`src/rtl/mdu_sequencer_pkg.sv`:
```
// Shared encodings for the multiply/divide sequencer: op codes, ALU control
// codes, shift codes and FSM states.
package mdu_sequencer_pkg;

   localparam int unsigned MDU_XLEN  = 32;
   localparam int unsigned MDU_CNT_W = 5;

   typedef enum logic [1:0] {
      MDU_MUL  = 2'b00,
      MDU_DIVU = 2'b01,
      MDU_REMU = 2'b10,
      MDU_RSVD = 2'b11
   } mdu_op_e;

   localparam logic [3:0] ALU_ADD = 4'b0010;
   localparam logic [3:0] ALU_SUB = 4'b0110;
   localparam logic [3:0] ALU_AND = 4'b0000;
   localparam logic [3:0] ALU_OR  = 4'b0001;

   localparam logic [1:0] SH_NONE = 2'b00;
   localparam logic [1:0] SHL     = 2'b11;
   localparam logic [1:0] SHR     = 2'b10;

   typedef enum logic [1:0] {
      ST_IDLE = 2'b00,
      ST_ITER = 2'b01,
      ST_DONE = 2'b10
   } mdu_state_e;

endpackage

```
`src/rtl/mdu_step_regs.sv`:
```
// Datapath registers for shift-add multiply / restoring divide (acc|R, M|Q, P|D)
// plus ALU operand formation and borrow/ge. MDU_EARLY_OUT_EN enables multiply early-out.
module mdu_step_regs
   import mdu_sequencer_pkg::*;
#(
   parameter int unsigned XLEN = MDU_XLEN
) (
   input  logic            clk,
   input  logic            rst,
   input  logic            load_i,
   input  logic            step_i,
   input  logic            is_div_i,
   input  logic [XLEN-1:0] a_i,
   input  logic [XLEN-1:0] b_i,
   input  logic [XLEN-1:0] alu_result_i,
   output logic [XLEN-1:0] alu_a_o,
   output logic [XLEN-1:0] alu_b_o,
   output logic [XLEN-1:0] x_nxt_o,
   output logic [XLEN-1:0] y_nxt_o,
   output logic            early_o
);

   logic [XLEN-1:0] x_q, x_d;
   logic [XLEN-1:0] y_q, y_d;
   logic [XLEN-1:0] z_q, z_d;
   logic [XLEN:0]   s_c;
   logic            borrow_c;
   logic            ge_c;

   // Partial remainder shifted left with the next dividend bit
   assign s_c      = {x_q, y_q[XLEN-1]};
   assign borrow_c = (s_c[XLEN-1] ^ z_q[XLEN-1]) ? z_q[XLEN-1] : alu_result_i[XLEN-1];
   assign ge_c     = s_c[XLEN] | ~borrow_c;

   always_comb begin
      x_d     = x_q;
      y_d     = y_q;
      z_d     = z_q;
      alu_a_o = x_q;
      alu_b_o = z_q[0] ? y_q : '0;
      if (is_div_i) begin
         alu_a_o = s_c[XLEN-1:0];
         alu_b_o = z_q;
      end
      if (load_i) begin
         x_d = '0;
         y_d = a_i;
         z_d = b_i;
      end else if (step_i) begin
         if (is_div_i) begin
            x_d = ge_c ? alu_result_i : s_c[XLEN-1:0];
            y_d = {y_q[XLEN-2:0], ge_c};
         end else begin
            x_d = alu_result_i;
            y_d = y_q << 1;
            z_d = z_q >> 1;
         end
      end
   end

   assign x_nxt_o = x_d;
   assign y_nxt_o = y_d;

`ifdef MDU_EARLY_OUT_EN
   // Multiplier exhausted once the bit being consumed is the last one set
   assign early_o = ~is_div_i & ~(|z_q[XLEN-1:1]);
`else
   assign early_o = 1'b0;
`endif

   always_ff @(posedge clk or posedge rst) begin
      if (rst) begin
         x_q <= '0;
         y_q <= '0;
         z_q <= '0;
      end else begin
         x_q <= x_d;
         y_q <= y_d;
         z_q <= z_d;
      end
   end

endmodule

```
`src/rtl/mdu_sequencer.sv`:
```
// Multi-cycle unsigned MUL/DIVU/REMU controller that borrows the shared add/sub ALU.
// Optional build macro MDU_EARLY_OUT_EN shortens multiplies by small multipliers.
module mdu_sequencer
   import mdu_sequencer_pkg::*;
#(
   parameter int unsigned XLEN  = MDU_XLEN,
   parameter int unsigned CNT_W = MDU_CNT_W
) (
   input  logic            clk,
   input  logic            rst,
   input  logic            start_i,
   input  logic [1:0]      op_i,
   input  logic [XLEN-1:0] a_i,
   input  logic [XLEN-1:0] b_i,
   output logic            busy_o,
   output logic            done_o,
   output logic [XLEN-1:0] result_o,
   output logic            div0_o,
   output logic            alu_own_o,
   output logic [3:0]      alu_ctrl_o,
   output logic [1:0]      alu_shift_o,
   output logic            alu_src_o,
   output logic [XLEN-1:0] alu_a_o,
   output logic [XLEN-1:0] alu_b_o,
   input  logic [XLEN-1:0] alu_result_i
);

   mdu_state_e      state_q, state_d;
   mdu_op_e         op_q, op_d;
   logic [CNT_W-1:0] cnt_q, cnt_d;
   logic            busy_q, busy_d;
   logic            done_q, done_d;
   logic            div0_q, div0_d;
   logic            own_q, own_d;
   logic [XLEN-1:0] result_q, result_d;

   logic            load_c;
   logic            step_c;
   logic            is_div_c;
   logic            early_c;
   logic [XLEN-1:0] step_a_c;
   logic [XLEN-1:0] step_b_c;
   logic [XLEN-1:0] x_nxt_c;
   logic [XLEN-1:0] y_nxt_c;

   assign is_div_c = (op_q == MDU_DIVU) || (op_q == MDU_REMU);

   mdu_step_regs #(.XLEN(XLEN)) u_step (
      .clk          (clk),
      .rst          (rst),
      .load_i       (load_c),
      .step_i       (step_c),
      .is_div_i     (is_div_c),
      .a_i          (a_i),
      .b_i          (b_i),
      .alu_result_i (alu_result_i),
      .alu_a_o      (step_a_c),
      .alu_b_o      (step_b_c),
      .x_nxt_o      (x_nxt_c),
      .y_nxt_o      (y_nxt_c),
      .early_o      (early_c)
   );

   // Next-state, counter and result selection
   always_comb begin
      state_d  = state_q;
      op_d     = op_q;
      cnt_d    = cnt_q;
      busy_d   = busy_q;
      done_d   = 1'b0;
      div0_d   = div0_q;
      result_d = result_q;
      load_c   = 1'b0;
      step_c   = 1'b0;
      unique case (state_q)
         ST_IDLE: begin
            if (start_i) begin
               load_c = 1'b1;
               op_d   = mdu_op_e'(op_i);
               busy_d = 1'b1;
               cnt_d  = '0;
               if (op_i == MDU_RSVD) begin
                  state_d  = ST_DONE;
                  done_d   = 1'b1;
                  div0_d   = 1'b0;
                  result_d = '0;
               end else if ((op_i != MDU_MUL) && (b_i == '0)) begin
                  state_d  = ST_DONE;
                  done_d   = 1'b1;
                  div0_d   = 1'b1;
                  result_d = (op_i == MDU_DIVU) ? '1 : a_i;
               end else begin
                  state_d = ST_ITER;
               end
            end
         end
         ST_ITER: begin
            step_c = 1'b1;
            cnt_d  = cnt_q + CNT_W'(1);
            if ((cnt_q == CNT_W'(XLEN - 1)) || early_c) begin
               state_d  = ST_DONE;
               done_d   = 1'b1;
               div0_d   = 1'b0;
               result_d = (op_q == MDU_DIVU) ? y_nxt_c : x_nxt_c;
            end
         end
         ST_DONE: begin
            busy_d  = 1'b0;
            state_d = ST_IDLE;
         end
         default: state_d = ST_IDLE;
      endcase
      own_d = (state_d == ST_ITER);
   end

   always_ff @(posedge clk or posedge rst) begin
      if (rst) begin
         state_q  <= ST_IDLE;
         op_q     <= MDU_MUL;
         cnt_q    <= '0;
         busy_q   <= 1'b0;
         done_q   <= 1'b0;
         div0_q   <= 1'b0;
         own_q    <= 1'b0;
         result_q <= '0;
      end else begin
         state_q  <= state_d;
         op_q     <= op_d;
         cnt_q    <= cnt_d;
         busy_q   <= busy_d;
         done_q   <= done_d;
         div0_q   <= div0_d;
         own_q    <= own_d;
         result_q <= result_d;
      end
   end

   assign busy_o      = busy_q;
   assign done_o      = done_q;
   assign div0_o      = div0_q;
   assign result_o    = result_q;
   assign alu_own_o   = own_q;
   assign alu_shift_o = SH_NONE;
   assign alu_src_o   = 1'b1;
   // ALU operands are released to the main datapath whenever not iterating
   assign alu_ctrl_o  = (own_q && is_div_c) ? ALU_SUB : ALU_ADD;
   assign alu_a_o     = own_q ? step_a_c : '0;
   assign alu_b_o     = own_q ? step_b_c : '0;

endmodule

```
`config.mk`:
```
export PLATFORM = sky130hd
export DESIGN_NAME = mdu_sequencer
export DESIGN_NICKNAME = d
export VERILOG_FILES = /design/src/rtl/mdu_sequencer_pkg.sv /design/src/rtl/mdu_step_regs.sv /design/src/rtl/mdu_sequencer.sv
export SDC_FILE = /design/constraint.sdc
export NUM_CORES = 1
export LEC_CHECK = 0
export CAP_MARGIN = 5
export CORE_ASPECT_RATIO = 1.1
export CORE_MARGIN = 2
export CORE_UTILIZATION = 45
export CTS_CLUSTER_SIZE = 30
export DETAILED_ROUTE_END_ITERATION = 10
export GPL_ROUTABILITY_DRIVEN = 0
export GPL_TIMING_DRIVEN = 0
export PLACE_DENSITY = 0.75
export SLEW_MARGIN = 20
export SYNTH_ARGS = -nofsm -noshare
export SYNTH_HDL_FRONTEND = slang
export SYNTH_SLANG_ARGS = --single-unit
```
`constraint.sdc`:
```
create_clock -name clk -period 6.1 [get_ports clk]
set_clock_uncertainty 0.15 [all_clocks]
set_input_delay 1.83 -clock clk [delete_from_list [all_inputs] [get_ports clk]]
set_output_delay 1.83 -clock clk [all_outputs]
set_load 0.005 [all_outputs]
```
---- Word level (Yosys, flattened, before mapping) ----
Cells that the tools add are included.
storage, ports and cells
  output and inout bits ................... 107
  bits of input ports ..................... 101
  bits in registers ....................... 141
  logic and storage cells ................. 87
operators by class
  $add $sub $neg .......................... 1
  equality and inequality tests ........... 12
  bitwise operators ....................... 3
  reductions and logical operators ........ 14
  multiplexer cells ....................... 46
operator list
  operator                                       count
  2-to-1 mux 32 bit                              20
  case mux 32 bit (2 select lines)               1
  zero test 32 bit                               1
  2-to-1 mux 1 bit                               14
  case mux 5 bit (2 select lines)                1
  == test 2 x 1 -> 1 bit, second input constant  4
  2-to-1 mux 2 bit                               4
  AND reduction 2 bit                            4
  nonzero test 2 bit                             4
  == test 2 bit, second input constant           3
  inequality test 2 bit, second input constant   3
  case mux 1 bit (2 select lines)                3
  adder 5 x 1 -> 5 bit, second input constant    1
  == test 5 bit, second input constant           1
  2-to-1 mux 5 bit                               1
  case mux 2 bit (2 select lines)                1
  AND reduction 4 bit                            1
  2-to-1 mux 3 bit                               1
  inequality test 3 bit, second input constant   1
  logical AND 1 bit                              2
  zero test 2 bit                                1
  logical OR 1 bit                               1
  inverter 1 bit                                 1
  OR 1 bit                                       1
  XOR 1 bit                                      1

---- Depth between registers and ports, before layout ----
Gate-level depths: netlist of run 1.
  word-level depth ........................ 11
  mapped depth ............................ 10

---- Cells and area by module ----
Synthesis of run 1 repeated with hierarchy kept, for this count alone.
unflattened totals
  cell total of the unflattened synthesis .. 952
  area total of the unflattened synthesis .. 8923.6 sq um
by module, submodules not included
  module         instances  area each (sq um)  cells each
  mdu_step_regs  1          5637.9             616
  mdu_sequencer  1          3285.7             336

---- Worst setup path after synthesis of run 1 ----
OpenSTA, ideal clock, no wires.
  path type ............................... input port to flip-flop
  start point ............................. input port op_i[0]
  end point ............................... register result_q[1] (netlist: result_o[1])
  required time ........................... 5.825 ns
  cell stages on the path ................. 9
  arrival time ............................ 3.439 ns
  path slack .............................. 2.386 ns
  cells stage by stage .................... buf_2 > and2_1 > buf_4 > a22oi_1 > nor2_1 > a21o_1 > buf_2 > buf_4 > mux2_2
on the way
  cells in the longest elaborated chain, start to end .. 6
  elaborated cells between the ends (all ways) .. 11
  classes of those cells .................. 3 x eq/ne; 5 x mux; 3 x reduce/logical
ends and longest elaborated chain
  what                              RTL line              source
  start: declaration                mdu_sequencer.sv:12   input logic [1:0] op_i,
  == test 2 x 1 -> 1 bit            mdu_sequencer.sv:91   result_d = (op_i == MDU_DIVU) ? '1 : a_i;
  2-to-1 mux 32 bit                 mdu_sequencer.sv:91
  2-to-1 mux 32 bit                 mdu_sequencer.sv:87   end else if ((op_i != MDU_MUL) && (b_i == '0)) begin
  2-to-1 mux 32 bit                 mdu_sequencer.sv:82   if (op_i == MDU_RSVD) begin
  2-to-1 mux 32 bit                 mdu_sequencer.sv:77   if (start_i) begin
  case mux 32 bit (2 select lines)  mdu_sequencer.sv:75   unique case (state_q)
  end signal: assignment            mdu_sequencer.sv:134  result_q <= result_d;
  end: declaration                  mdu_sequencer.sv:35   logic [XLEN-1:0] result_q, result_d;
Several ways; a longest one is shown, not always the timed one. The select of a mux whose other input is x is not followed.
A chain may end at the register's enable or synchronous reset.

---- Worst setup path in the final report of run 1 ----
  start point ............................. register op_q[0]
  end point ............................... output port alu_a_o[18]
on the way
  cells in the longest elaborated chain, start to end .. 4
  elaborated cells between the ends (all ways) .. 5
  classes of those cells .................. 2 x eq/ne; 2 x mux; 1 x reduce/logical
ends and longest elaborated chain
  what                                                            RTL line              source
  start: declaration                                              mdu_sequencer.sv:29   mdu_op_e op_q, op_d;
  start signal: assignment                                        mdu_sequencer.sv:128  op_q <= op_d;
  == test 2 x 1 -> 1 bit / == test 2 bit (equally long branches)  mdu_sequencer.sv:46   assign is_div_c = (op_q == MDU_DIVU) || (op_q == MDU_REMU);
  logical OR 1 bit (*)                                            mdu_sequencer.sv:46
  2-to-1 mux 32 bit (*)                                           mdu_step_regs.sv:41   if (is_div_i) begin
  2-to-1 mux 32 bit (*)                                           mdu_sequencer.sv:147  assign alu_a_o = own_q ? step_a_c : '0;
  end: declaration                                                mdu_sequencer.sv:23   output logic [XLEN-1:0] alu_a_o,
Every way passes the cells marked *; elsewhere a longest branch is shown, timed or not.

==> results of run 1 <==
flip-flops by register name, indices dropped and copies added, names as in the netlist:
register    cells
u_step.x_q     32
u_step.z_q     32
cnt_q           5
done_o          1
op_q            2
u_step.y_q     32
result_o       32
state_q         2
alu_own_o       1
div0_o          1
busy_o          1
cell families (layout without fill, tap and decap cells):
kind of cell / Yosys count / after routing
AO/OA/AOI/OAI: 396 / 396
other: 2 / 6
flip-flops: 141 / 141
multiplexers: 50 / 50
buffers and inverters: 114 / 346
AND/OR/NAND/NOR: 296 / 296
XOR/XNOR: 1 / 1
adder cells (fa/ha/maj): 3 / 3
how the worst min path moves through the flow:
stage	endpoint	startpoint
final	result_o[3]	result_o[3]
after global routing	u_step.z_q[24]	u_step.z_q[24]
after CTS	op_q[0]	op_q[0]
after detailed placement	op_q[0]	op_q[0]
after global placement	u_step.z_q[0]	u_step.z_q[0]
after floorplan	cnt_q[3]	cnt_q[3]
power by group:
part | switching, mW | internal [mW] | total [mW]
Combinational | 1.90 | 1.71 | 3.61
Sequential | 0.419 | 1.36 | 1.78
Clock | 0.394 | 0.705 | 1.10
cell type report:
class / instances / share of cell area
clock buffer: 25 / 0.0441
tap: 247 / 0.0265
clock inverter: 6 / 0.00900
inverter: 9 / 0.00353
timing repair buffer: 201 / 0.174
buffer: 105 / 0.0402
sequential: 141 / 0.302
multi-input combinational: 752 / 0.401
cells in the mapped netlist (2+ instances only):
library cell  instances  area [um^2]
buf_2                15         75.1
buf_1                11         41.3
a21oi_1              98          490
a22oi_1              33          248
nand4_1               2         12.5
nor3_1               17         85.1
dfrtp_1             141         3530
nor4_1                8         50.1
mux2i_1              34          340
nand3_1               3         15.0
a21o_1                4         30.0
and2b_1               2         15.0
o32ai_1               2         17.5
nand2_1              86          323
a21boi_0             15          113
o211ai_1             15          113
buf_4                10         75.1
nor2b_1              66          413
inv_1                 9         33.8
mux2_2                7         78.8
a32oi_2              10          163
and2_1                2         12.5
o311ai_0             15          131
conb_1                2         7.51
clkbuf_1             67          251
ha_1                  3         37.5
mux2_1                2         22.5
a32oi_1               5         43.8
mux2_4                7          105
nand2b_1             32          200
a31oi_1              32          200
nor2_1               71          267
o21ai_0              97          485
a211oi_1             16          120
a22o_1               48          420
per-stage QoR:
step,instance area [um^2],instances,setup slack [ps]
floorplan,8720,1007,339
global placement,11000,1454,-1790
detailed placement,11100,1455,1280
CTS,11700,1486,843
global route,11700,1486,633
finish,11700,1486,778
layer usage:
metal / vias up / GRT usage
li1: 4097 / -
met1: 4193 / 0.403
met2: 443 / 0.457
met3: 41 / 0.0525
met5: - / 0
met4: 0 / 0.0865
==> impl_results.md, run 1 <==
* Final Cycle Share at 0.872
* # IOs at 208
* Asr flop ratio synth at 1.00
* CP startpoint: op_q[0]
* Synth Flop Type: dfrtp_1
* FP Rows at 53
* Initial drt markers at 1031
* Req. time, crit path at 4120 ps
* CP top delay family: buffers and inverters
* Static Leak at 4.57 nW
* Least-Margin Pin Slew at 690 ps
* # fillers at 1625
* Final core occ at 0.614
* Post-Syn Area at 0.00870 mm^2
* Via-to-Cell Ratio at 5.90
* DRC Markers at 0
* Synth-to-Final Area Change at 34.3%
* Root buffer cell: clkbuf_16
* Synth Area in Adders at 0.00431
* Core Area at 0.0190 mm^2
* Pre-Repair DR Iteration Count at 6
* Sequential fraction of the synthesis area at 0.406
* Wl on met1 at 12500 um
* RR Endpoint: result_o[5]
* Total CTS buffers at 17
* Final Power at 6.49 mW
* Setup CP Type: reg2out
* Hold path depth at 1
* Simple-gate portion of the synthesized area at 0.166
* Largest net degree at the start of global routing at 81
* Cell breakdown of the critical path: ha_1, inv_1, clkbuf_1, buf_1, nand2_1, a21boi_0, clkdlybuf4s50_1
* Reg2Reg Depth at 9
* Vias at 8774
* Fraction of layout cells with a size suffix above 1 at 0.0678
* Post-synthesis mux area share at 0.0628
* Slew Limit Fails at 0
* Clock Latency Late Sink at 430 ps
* CP peak stage delay at 570 ps
* Grt ovf at 0
* Syn Inst Count at 1003
* First-pass GRT wire length at 45700 um
* Syn Area/Cell at 8.67 um^2
* Max Used Layer: met4
* Worst min-delay path class: reg2reg
* Number of hold violations in the final report at 0
* RSZ-0062 raised after global routing: false
* Die Span X at 137 um
* Antenna Cells at 0
* Netlist cell types at 51
* Status: complete, no violations
* Worst Path Max Fanout at 10
* Crit path max-delay cell type: clkdlybuf4s50_1
* RR Startpoint: cnt_q[0]
* Clock transition at the registers of the reported paths at 60 ps
* DIE AREA at 0.0205 mm^2
* DP HPWL at 22300 um
* Commonest non-fill, non-tap cells in the layout: clkdlybuf4s50_1 (200), dfrtp_1 (141), a21oi_1 (98)
* Synth Area in Compound Gates at 0.302
* Final setup fails at 0
* Setup tns final at 0 ps
* Hold_buf cts at 0
* Fin Hold WS at 333 ps
* Setup Buffers After CTS at 0
* Crit path buf inv count at 4
* Area of the multi-input gates at 0.00468 mm^2
* Ys Warns at 0
* TritonCTS clock tree: done
* CP startpoint kind: flip-flop
* WL met3 at 2500 um
* Largest family of logic cells by synthesized area: compound AO/OA/AOI/OAI gates
* Maximum VDD drop at 0.000271 V
* Seq cells post-synth at 141
* Sequential cell area at 0.00353 mm^2
* Post-CTS Resized at 0
* Global Route Usage Sum at 0.288
* Wire length on met2 at 13800 um
* Die height at 150 um
* P per Cell Area at 555 mW/mm^2
* Vias in the first global route at 8497
* Post-synth EDFFs at 0
* Detailed Route WL at 29400 um
* Crit path depth at 7
* Clk sink count at 141
* Initial antenna violation count at 0
* Clock Tree Buf Depth at 2
* Post-Synth XOR/XNOR Area at 0.00101
* CTS H-tree lvls at 4
* Buffers on Ports at 200
* Setup crit end: alu_a_o[18]
* Max cap viols at 0
* WL/cell at 19.8 um
* Crit path time final at 5320 ps
* Final ANT Viol Nets at 0
* Nets at 1331
* Max transition margin at 0.538
* Worst EP arrival at 3340 ps
* Reg2reg setup slack at 3230 ps
* Max Fclk at 188 MHz
* Initial core utilization at 0.457
* Most common cell after layout, fill and taps aside: clkdlybuf4s50_1
* Setup crit end kind: primary output
No activity file was read; power rests on OpenSTA's default activity.
==> run 2, diff against run 1 <==
--- a/config.mk
+++ b/config.mk
@@ -14,6 +14,7 @@
 export GPL_ROUTABILITY_DRIVEN = 0
 export GPL_TIMING_DRIVEN = 0
 export PLACE_DENSITY = 0.75
+export SETUP_SLACK_MARGIN = 0.3
 export SLEW_MARGIN = 20
 export SYNTH_ARGS = -nofsm -noshare
 export SYNTH_HDL_FRONTEND = slang
==> results of run 2 <==
No change in the layout: final DEF, timing and power equal those of run 1.
